## src/rtl/time_bcd_converter_pkg.sv

```systemverilog
// -----------------------------------------------------------------------------
// time_bcd_converter_pkg
// Purpose : Shared definitions for the binary-to-BCD time converter.
//           Holds the BCD digit width, the controller state encoding, the
//           default millisecond clamp value and the double-dabble add-3 helper.
// Ports   : none (package)
// -----------------------------------------------------------------------------
package time_bcd_converter_pkg;

    localparam int BCD_DIGIT_W    = 4;
    localparam int MS_MAX_DEFAULT = 999;

    typedef enum logic [1:0] {
        ST_IDLE = 2'd0,
        ST_CONV = 2'd1,
        ST_DONE = 2'd2
    } state_t;

    // Double-dabble correction: a digit of 5 or more would become 10 or more
    // after the next left shift, so it is pre-biased by 3 to carry correctly.
    function automatic logic [BCD_DIGIT_W-1:0] add3(input logic [BCD_DIGIT_W-1:0] nib);
        return (nib >= 4'd5) ? (nib + 4'd3) : nib;
    endfunction

endpackage

```

## src/rtl/time_bcd_converter_core.sv

```systemverilog
// -----------------------------------------------------------------------------
// bcd_dd_core
// Purpose : One iterative double-dabble converter. load_i captures a binary
//           value and performs its first shift; every step_i cycle after that
//           shifts one more bit until BIN_W bits are consumed, then the result
//           is held until the next load.
// Ports   : clk_i    - system clock
//           reset_i  - synchronous, active-high reset
//           load_i   - capture bin_i and start a new conversion
//           step_i   - advance the conversion by one bit
//           bin_i    - binary value, must be below 10**DIGITS
//           bcd_o    - packed BCD digits, most significant digit on top
//           done_o   - all BIN_W bits have been shifted in
// -----------------------------------------------------------------------------
module bcd_dd_core
    import time_bcd_converter_pkg::*;
#(
    parameter int BIN_W  = 6,
    parameter int DIGITS = 2
) (
    input  logic                            clk_i,
    input  logic                            reset_i,
    input  logic                            load_i,
    input  logic                            step_i,
    input  logic [BIN_W-1:0]                bin_i,
    output logic [DIGITS*BCD_DIGIT_W-1:0]   bcd_o,
    output logic                            done_o
);

    localparam int BCD_W = DIGITS * BCD_DIGIT_W;
    localparam int LOW_W = (DIGITS - 1) * BCD_DIGIT_W;
    localparam int CNT_W = $clog2(BIN_W + 1);
    localparam logic [CNT_W-1:0] CNT_FULL = CNT_W'(BIN_W);

    logic [BIN_W-1:0] r_bin;
    logic [BCD_W-1:0] r_bcd;
    logic [CNT_W-1:0] r_cnt;
    logic [LOW_W-1:0] w_adjLow;
    logic [BCD_W-1:0] w_next;

    // Apply the add-3 correction to every digit except the top one. Because
    // the input is always below 10**DIGITS, the top digit is at most 4 before
    // any shift, so it never needs correcting and its MSB is always zero.
    always_comb begin
        w_adjLow = '0;
        for (int d = 0; d < DIGITS - 1; d++) begin
            w_adjLow[d*BCD_DIGIT_W +: BCD_DIGIT_W] = add3(r_bcd[d*BCD_DIGIT_W +: BCD_DIGIT_W]);
        end
    end

    // Shift the corrected digits left by one, pulling in the next binary MSB.
    assign w_next = {r_bcd[BCD_W-2 -: BCD_DIGIT_W-1], w_adjLow, r_bin[BIN_W-1]};

    // Load seeds the digit register with the first input bit so the whole
    // conversion fits inside the controller's fixed run length; steps stop
    // once the count reaches BIN_W so narrower fields simply hold early.
    always_ff @(posedge clk_i) begin
        if (reset_i) begin
            r_bin <= '0;
            r_bcd <= '0;
            r_cnt <= '0;
        end else if (load_i) begin
            r_bcd <= BCD_W'(bin_i[BIN_W-1]);
            r_bin <= {bin_i[BIN_W-2:0], 1'b0};
            r_cnt <= CNT_W'(1);
        end else if (step_i && !done_o) begin
            r_bcd <= w_next;
            r_bin <= {r_bin[BIN_W-2:0], 1'b0};
            r_cnt <= r_cnt + CNT_W'(1);
        end
    end

    assign bcd_o  = r_bcd;
    assign done_o = (r_cnt == CNT_FULL);

endmodule

```

## src/rtl/time_bcd_converter.sv

```systemverilog
// -----------------------------------------------------------------------------
// time_bcd_converter
// Purpose : Converts the selected binary time fields into BCD digits for the
//           VGA digit renderer. Four double-dabble cores run in parallel; the
//           visible digit registers update only on completion so the renderer
//           never sees a half-converted value.
// Ports   : clk_i, reset_i          - clock, synchronous active-high reset
//           start_i                 - conversion request (level, sampled each clk)
//           hour_i/min_i/sec_i      - binary hour/minute/second
//           ms_i                    - binary milliseconds, clamped to MS_MAX
//           hour/min/sec_bcd_o      - {tens,ones}
//           ms_bcd_o                - {hundreds,tens,ones}
//           busy_o                  - conversion in progress
//           valid_o                 - one-cycle pulse when the digits update
//           range_err_o             - last accepted ms_i exceeded MS_MAX
// -----------------------------------------------------------------------------
module time_bcd_converter
    import time_bcd_converter_pkg::*;
#(
    parameter int HR_W   = 6,
    parameter int MN_W   = 6,
    parameter int SC_W   = 6,
    parameter int MS_W   = 10,
    parameter int MS_MAX = MS_MAX_DEFAULT
) (
    input  logic            clk_i,
    input  logic            reset_i,
    input  logic            start_i,
    input  logic [HR_W-1:0] hour_i,
    input  logic [MN_W-1:0] min_i,
    input  logic [SC_W-1:0] sec_i,
    input  logic [MS_W-1:0] ms_i,
    output logic [7:0]      hour_bcd_o,
    output logic [7:0]      min_bcd_o,
    output logic [7:0]      sec_bcd_o,
    output logic [11:0]     ms_bcd_o,
    output logic            busy_o,
    output logic            valid_o,
    output logic            range_err_o
);

    localparam int CNT_W = $clog2(MS_W);
    localparam logic [CNT_W-1:0] CNT_LAST = CNT_W'(MS_W - 1);
    localparam logic [MS_W-1:0]  MS_CLAMP = MS_W'(MS_MAX);

    state_t          r_state;
    logic [CNT_W-1:0] r_shiftCnt;
    logic            r_pending;
    logic            r_busy;
    logic            r_valid;
    logic            r_rangeErr;
    logic [7:0]      r_hourBcd;
    logic [7:0]      r_minBcd;
    logic [7:0]      r_secBcd;
    logic [11:0]     r_msBcd;

    logic            w_msOver;
    logic [MS_W-1:0] w_msClamped;
    logic            w_accept;
    logic            w_step;
    logic [7:0]      w_hourBcd;
    logic [7:0]      w_minBcd;
    logic [7:0]      w_secBcd;
    logic [11:0]     w_msBcd;
    logic            w_hourDone;
    logic            w_minDone;
    logic            w_secDone;
    logic            w_msDone;
    logic            w_allDone;

    // Milliseconds above MS_MAX are pinned to MS_MAX so the three-digit core
    // never sees a value it cannot represent.
    assign w_msOver    = (ms_i > MS_CLAMP);
    assign w_msClamped = w_msOver ? MS_CLAMP : ms_i;

    // A new capture happens from IDLE on start, or straight out of DONE when a
    // request arrived during the run or arrives in the DONE cycle itself.
    assign w_accept = ((r_state == ST_IDLE) && start_i) ||
                      ((r_state == ST_DONE) && (start_i || r_pending));
    assign w_step   = (r_state == ST_CONV);
    assign w_allDone = w_hourDone && w_minDone && w_secDone && w_msDone;

    bcd_dd_core #(.BIN_W(HR_W), .DIGITS(2)) u_hourCore (
        .clk_i(clk_i), .reset_i(reset_i), .load_i(w_accept), .step_i(w_step),
        .bin_i(hour_i), .bcd_o(w_hourBcd), .done_o(w_hourDone)
    );

    bcd_dd_core #(.BIN_W(MN_W), .DIGITS(2)) u_minCore (
        .clk_i(clk_i), .reset_i(reset_i), .load_i(w_accept), .step_i(w_step),
        .bin_i(min_i), .bcd_o(w_minBcd), .done_o(w_minDone)
    );

    bcd_dd_core #(.BIN_W(SC_W), .DIGITS(2)) u_secCore (
        .clk_i(clk_i), .reset_i(reset_i), .load_i(w_accept), .step_i(w_step),
        .bin_i(sec_i), .bcd_o(w_secBcd), .done_o(w_secDone)
    );

    bcd_dd_core #(.BIN_W(MS_W), .DIGITS(3)) u_msCore (
        .clk_i(clk_i), .reset_i(reset_i), .load_i(w_accept), .step_i(w_step),
        .bin_i(w_msClamped), .bcd_o(w_msBcd), .done_o(w_msDone)
    );

    // Controller: IDLE -> CONV for MS_W cycles -> DONE (one cycle) -> IDLE.
    // The cores take their first shift on the capture edge, so by the last
    // CONV cycle every core has finished and the digit registers can load on
    // that edge, making valid_o appear MS_W+1 cycles after the accepted start.
    // A start seen while converting is remembered once in r_pending.
    always_ff @(posedge clk_i) begin
        if (reset_i) begin
            r_state    <= ST_IDLE;
            r_shiftCnt <= '0;
            r_pending  <= 1'b0;
            r_busy     <= 1'b0;
            r_valid    <= 1'b0;
            r_rangeErr <= 1'b0;
            r_hourBcd  <= '0;
            r_minBcd   <= '0;
            r_secBcd   <= '0;
            r_msBcd    <= '0;
        end else begin
            r_valid <= 1'b0;
            if (w_accept) begin
                r_state    <= ST_CONV;
                r_shiftCnt <= '0;
                r_busy     <= 1'b1;
                r_pending  <= 1'b0;
                r_rangeErr <= w_msOver;
            end else begin
                case (r_state)
                    ST_CONV: begin
                        if (start_i) begin
                            r_pending <= 1'b1;
                        end
                        if ((r_shiftCnt == CNT_LAST) && w_allDone) begin
                            r_state   <= ST_DONE;
                            r_busy    <= 1'b0;
                            r_valid   <= 1'b1;
                            r_hourBcd <= w_hourBcd;
                            r_minBcd  <= w_minBcd;
                            r_secBcd  <= w_secBcd;
                            r_msBcd   <= w_msBcd;
                        end else begin
                            r_shiftCnt <= r_shiftCnt + CNT_W'(1);
                        end
                    end
                    ST_DONE: begin
                        r_state <= ST_IDLE;
                    end
                    default: begin
                        r_state <= ST_IDLE;
                    end
                endcase
            end
        end
    end

    assign hour_bcd_o  = r_hourBcd;
    assign min_bcd_o   = r_minBcd;
    assign sec_bcd_o   = r_secBcd;
    assign ms_bcd_o    = r_msBcd;
    assign busy_o      = r_busy;
    assign valid_o     = r_valid;
    assign range_err_o = r_rangeErr;

endmodule

```

## config.mk

```make
export PLATFORM = sky130hd
export DESIGN_NAME = time_bcd_converter
export DESIGN_NICKNAME = d
export VERILOG_FILES = /design/src/rtl/time_bcd_converter_pkg.sv /design/src/rtl/time_bcd_converter_core.sv /design/src/rtl/time_bcd_converter.sv
export SDC_FILE = /design/constraint.sdc
export NUM_CORES = 1
export LEC_CHECK = 0
export BUFFER_PORTS_ARGS = -buffer_cell sky130_fd_sc_hd__buf_4
export CAP_MARGIN = 15
export CORE_UTILIZATION = 52
export DETAILED_ROUTE_END_ITERATION = 12
export GPL_TIMING_DRIVEN = 0
export HOLD_SLACK_MARGIN = 0.05
export PLACE_DENSITY_LB_ADDON = 0.08
export SLEW_MARGIN = 25
export SYNTH_ARGS = -nofsm -noshare
export SYNTH_HDL_FRONTEND = slang
export SYNTH_SLANG_ARGS = --single-unit
```

## constraint.sdc

```tcl
create_clock -name clk_i -period 1.9 [get_ports clk_i]
set_clock_uncertainty 0.1 [all_clocks]
set_input_delay 0.38 -clock clk_i [delete_from_list [all_inputs] [get_ports clk_i]]
set_output_delay 0.38 -clock clk_i [all_outputs]
set_load 0.005 [all_outputs]
```

# Word level (Yosys, flattened, before mapping)
# Cells that the tools add are included.
[totals]
reg_bits = 119
elab_cells = 124
[classes]
n_bitwise = 3
n_lt_le_gt_ge = 6
n_eq_ne = 8
mux = 37
reduce_logical = 29
addsub = 10
[op_table]
columns = ["op", "n"]
rows = [
  ["$mux W6", 6],
  ["$mux W10", 3],
  ["$mux W1", 23],
  ["$add A4 B2 Y4 const B", 5],
  ["$ge A4 B3 Y1 const B", 5],
  ["$mux W4", 5],
  ["$reduce_bool A2 Y1", 6],
  ["$gt A10 B10 Y1 const B", 1],
  ["$logic_and A1 B1 Y1", 10],
  ["$add A3 B1 Y3 const B", 3],
  ["$eq A3 B3 Y1 const B", 3],
  ["$add A4 B1 Y4 const B", 2],
  ["$eq A4 B4 Y1 const B", 2],
  ["$reduce_and A2 Y1", 3],
  ["$logic_not A1 Y1", 4],
  ["$ne A3 B2 Y1 const B", 1],
  ["$not A1 Y1", 3],
  ["$reduce_and A3 Y1", 1],
  ["$reduce_or A3 Y1", 1],
  ["$eq A2 B1 Y1 const B", 1],
  ["$eq A2 B2 Y1 const B", 1],
  ["$logic_not A2 Y1", 1],
  ["$logic_or A1 B1 Y1", 2],
  ["$reduce_or A2 Y1", 1],
]

# Longest topological paths before layout
[logic_depth]
ltp_word = 8
ltp_mapped = 8

# By module
# A second synthesis with hierarchy kept.
[unflattened]
hier_cells = 675
area_unflattened_um2 = 5748.0
[modules_own_cells]
columns = ["mod", "instances", "area_each_um2", "cells_each"]
rows = [
  ["bcd_dd_core at u_hourCore ...", 3, 787.0, 97],
  ["time_bcd_converter", 1, 2104.5, 237],
  ["bcd_dd_core at u_msCore", 1, 1282.5, 147],
]

# Least setup slack after synthesis
# Ideal clock, no wire load.
[synth_timing]
path_type = "reg2reg"
start = "register u_msCore.r_cnt[0]"
end = "register r_hourBcd[0] (netlist: hour_bcd_o[0])"
slack_ns = 0.041
setup_time_ns = 0.116
required_ns = 1.684
path_buffers = 1
arrival_time_ns = 1.644
path_stages_with_launch = 8
path_cell_list = "dfxtp_1 inv_1 ha_1 nand3b_4 nor4_4 clkbuf_1 a21oi_1 a31o_1"
[synth_via]
elab_chain_len = 4
[synth_lines]
columns = ["element", "line", "rtl"]
rows = [
  ["start, declared", "time_bcd_converter_core.sv:37", "logic [CNT_W-1:0] r_cnt;"],
  ["start signal, assigned", "time_bcd_converter_core.sv:69", "r_cnt <= r_cnt + CNT_W'(1);"],
  ["$eq A4 B4 Y1", "time_bcd_converter_core.sv:74", "assign done_o = (r_cnt == CNT_FULL);"],
  ["$logic_and A1 B1 Y1", "time_bcd_converter.sv:81", "assign w_allDone = w_hourDone && w_minDone && w_secDone && w_msDone;"],
  ["$logic_and A1 B1 Y1", "time_bcd_converter.sv:134", "if ((r_shiftCnt == CNT_LAST) && w_allDone) begin"],
  ["$reduce_and A3 Y1 (no source line)", "n/a", ""],
  ["end signal, assigned", "time_bcd_converter.sv:138", "r_hourBcd <= w_hourBcd;"],
  ["end, declared", "time_bcd_converter.sv:52", "logic [7:0] r_hourBcd;"],
]
# Every way passes these cells.
# A chain may end at the register's enable or synchronous reset.

# Worst setup path in the final report
[layout_timing]
start = "register u_msCore.r_cnt[0]"
end = "register r_minBcd[4] (netlist: min_bcd_o[4])"
[layout_via]
elab_chain_len = 4
[layout_lines]
columns = ["element", "line", "rtl"]
rows = [
  ["$eq A4 B4 Y1", "time_bcd_converter_core.sv:74", ""],
  ["$logic_and A1 B1 Y1", "time_bcd_converter.sv:81", ""],
  ["$logic_and A1 B1 Y1", "time_bcd_converter.sv:134", ""],
  ["$reduce_and A3 Y1 (no source line)", "n/a", ""],
  ["end signal, assigned", "time_bcd_converter.sv:139", "r_minBcd <= w_minBcd;"],
  ["end, declared", "time_bcd_converter.sv:53", "logic [7:0] r_minBcd;"],
]
# Every way passes these cells.

==> flow_summary_export.csv <==
group,metric,value,unit
status,status,"finished, violations left",
status,violations,"negative setup slack",
synthesis,ys_seq_area_share,45.5,%
floorplan,io_pins,70,
cells_and_area,final_cells,890,
synthesis,synthAdderAreaFrac,4.78,%
route,drt_iter0_drc,320,
worst_setup_path,crit_fanout,5,
pwr,power,6530,uW
global_route,grt_pass1_wl,23.0,mm
global_route,grt_busiest_layer,"met2",
sta,worst_slack,-22.9,ps
hold_path,hp-class,"in2reg",
sta,fmax,520,MHz
placement,dp.cells,828,
placement,place_ws,-537,ps
clock_tree,numClockSinks,119,
placement,portBuffers,68,
global_route,use_met2,46.4,%
cells_and_area,area_growth,35.6,%
cells_and_area,area.sequential,2400,um2
cells_and_area,finalNetCount,795,
synthesis,synth_edf_count,0,
synthesis,synth_ff_type,"dfxtp_1",
global_route,grt_max_degree,17,
synthesis,synth_nets,678,
floorplan,initial_core_util,53.6,%
synthesis,synthArstFlopShare,0,%
sta,finalHoldViolCount,0,
pwr,p_leak,0.00287,uW
synthesis,synth_top_family_by_area,"compound AO/OA/AOI/OAI gates",
clock_tree,cts_buffers,17,
synthesis,synth-compound-area-share,21.6,%
cells_and_area,final_layout_size_suffix_gt1_share,25.6,%
floorplan,row_count,36,
global_route,grt.total_usage,29.0,%
clock_tree,cts_tree,"done",
synthesis,synthXorXnorAreaFrac,2.84,%
route,drc,0,
route,wl,14.9,mm
hold_path,whs_endpoint,"u_minCore.r_bin[3]",
synthesis,syn-cell-area,5240,um2
worst_setup_path,r2r_setup_slack,-20,ps
hold_path,min_path_cells,3,
sta,rsz0062_at_grt,"true",
synthesis,netlist_instances,627,
cells_and_area,antenna_cells,0,
floorplan,die_x,102,um
synthesis,ys_seq_elements,119,
route,routedWlPerCell,16.7,um
sta,slew_violations,0,
route,ant_nets,0,
clock_tree,path_clk_slew,60,ps
route,via_per_inst,5.64,
sta,relSlewSlack,58.1,%
placement,place_hpwl,9.47,mm
hold_path,min-delay-start,"min_i[2]",
synthesis,synth_cell_types,37,
placement,gp_congestion,0.850,
pwr,power.density,920,nW/um2
route,vias,5021,
clock_tree,h-tree-depth,4,
route,dr.pass1.iters,7,
clock_tree,insertion_delay,530,ps
worst_setup_path,cp-end-kind,"register",
global_route,gr-usage-met3,6.50,%
global_route,grt_pass1_vias,4671,
cells_and_area,multi_input_area,2700,um2
pwr,ir_drop,0.599,mV
floorplan,core,9770,um2
floorplan,dieArea,10500,um2
synthesis,synth-simple-area-share,19.0,%
sta,hold_slack,65.1,ps
cells_and_area,nFillCells,744,
sta,setup_viol,5,
worst_setup_path,cp.arrival,2300,ps
global_route,grt_antenna_before_repair,0,
floorplan,die_h,102,um
sta,worst_pin_slew,629,ps
worst_setup_path,critical_path_required,2270,ps
synthesis,syn_avg_cell_area,8.36,um2
worst_setup_path,path_class,"reg2reg",
flow_run,cap_violations,0,
synthesis,ys_warn_count,0,
sta,layout_min_cycle_time,1920,ps
clock_tree,cts_buffer_depth,2,
global_route,grt_overflow,0,
worst_setup_path,r2r_start,"u_msCore.r_cnt[0]",
worst_setup_path,r2r_end,"min_bcd_o[4]",
clock_tree,clockRootBuffer,"clkbuf_8",
worst_setup_path,r2r_cells,10,
worst_setup_path,start_kind,"register",
global_route,met1_usage,37.7,%
cells_and_area,utilization,72.7,%
sta,fin_crit_sh,101,%
synthesis,muxShareOfSynthArea,1.27,%
==> cell type report <==
class / count / area share [%]
flip-flops and latches: 119 / 33.8
repair buffers: 100 / 12.5
multi-input cells: 445 / 38.0
well taps: 133 / 2.34
clock inverters: 8 / 1.66
plain buffers: 45 / 3.96
inverters: 16 / 0.846
clock buffers: 24 / 6.91
==> worst max path at each step <==
stage,start,to,slack (ps),cells after the start
floorplan,u_msCore.r_cnt[0],hour_bcd_o[0],40,7
global placement,u_msCore.r_cnt[0],hour_bcd_o[5],-480,7
detailed placement,u_msCore.r_cnt[0],min_bcd_o[5],-540,7
CTS,u_hourCore.r_cnt[0],min_bcd_o[6],-10,10
global route,u_msCore.r_cnt[0],min_bcd_o[6],-70,10
finish,u_msCore.r_cnt[0],min_bcd_o[4],-20,10
==> layout by cell type, fill, tap and decap left out, types with 5 or more instances in the layout <==
cell           count
inv_1             11
nand2b_1           6
clkbuf_16         20
nand2_1          127
dfxtp_1          110
buf_4             81
xor2_1            11
a21oi_1           78
xnor2_1            6
or3_1              9
ha_4               5
a31o_1            29
o21ai_0           20
a31o_2             7
dlygate4sd3_1     12
clkbuf_1          14
buf_2              8
dfxtp_2            7
a311oi_1          22
clkbuf_8           6
nand3_1           22
mux2_2             5
ha_1              15
nor2_1            39
clkbuf_2          15
==> cells in the mapped netlist, types with 7 or more instances <==
| library cell | n | area share, % |
|---|---|---|
| xor2_1 | 11 | 1.8 |
| buf_2 | 11 | 1.1 |
| clkbuf_1 | 25 | 1.8 |
| nand2_1 | 128 | 9.2 |
| a311oi_1 | 22 | 3.7 |
| nand3_1 | 22 | 2.1 |
| dfxtp_1 | 119 | 45 |
| o21ai_0 | 21 | 2.0 |
| inv_1 | 15 | 1.1 |
| nor2_1 | 39 | 2.8 |
| a31o_1 | 29 | 4.8 |
| or3_1 | 9 | 1.1 |
| a31o_2 | 7 | 1.2 |
| a21oi_1 | 83 | 7.9 |
| buf_1 | 7 | 0.50 |
| ha_1 | 20 | 4.8 |
==> routing by layer <==
metal / part of all wire [%] / routed length, um / up-vias
met5: 0 / 0 / -
met4: 3.3 / 486 / 0
met3: 5.7 / 845 / 45
met2: 47 / 6950 / 188
met1: 44 / 6580 / 2363
li1: - / - / 2425
==> metrics by stage <==
stage	area [um2]	TNS [ps]
2_1_floorplan	5240	0
3_3_place_gp	5920	-22700
3_5_place_dp	5920	-23210
4_1_cts	6870	-29.6
5_1_grt	7100	-498
6_report	7100	-85.7
==> power breakdown <==
group	internal, uW	switching [uW]
combinational	228	373
clock	2160	1130
sequential	2580	63.3
==> timing repair <==
item | 4_1_cts | 5_1_grt
cloned | 1 | 4
pin swaps | 5 | 10
resized for setup | 38 | 46
endpoints found under the setup margin | 63 | 105
setup buffers | 14 | 2
endpoints found under the hold margin | 12 | 0
hold buffers | 12 | 0
==> registers in the layout (all words and copies together) (netlist names), 5 cells and up <==
register,flops
u_hourCore.bcd_o,8
u_secCore.r_bin,5
u_secCore.bcd_o,8
ms_bcd_o,12
u_msCore.r_bin,9
u_minCore.r_bin,5
u_hourCore.r_bin,5
u_msCore.bcd_o,12
u_minCore.bcd_o,8
sec_bcd_o,8
min_bcd_o,8
hour_bcd_o,8
==> cells by family after synthesis <==
group | Yosys count
and+or+nand+nor | 226
AOI/OAI and AO/OA | 176
xor gates and xnor gates | 17
DFF | 119
adders and majority gates | 20
muxes | 6
buffers and inverters | 63
==> critical path, stage by stage, from the launching register on <==
cell and delay (ps):
dfxtp_2 320, inv_2 60, ha_4 130, nand3b_4 100
nor4_4 310, buf_4 180, and2_4 180, buf_12 140
buf_12 110, buf_16 100, a31o_1 130
Power figures use the tool's default switching activity.
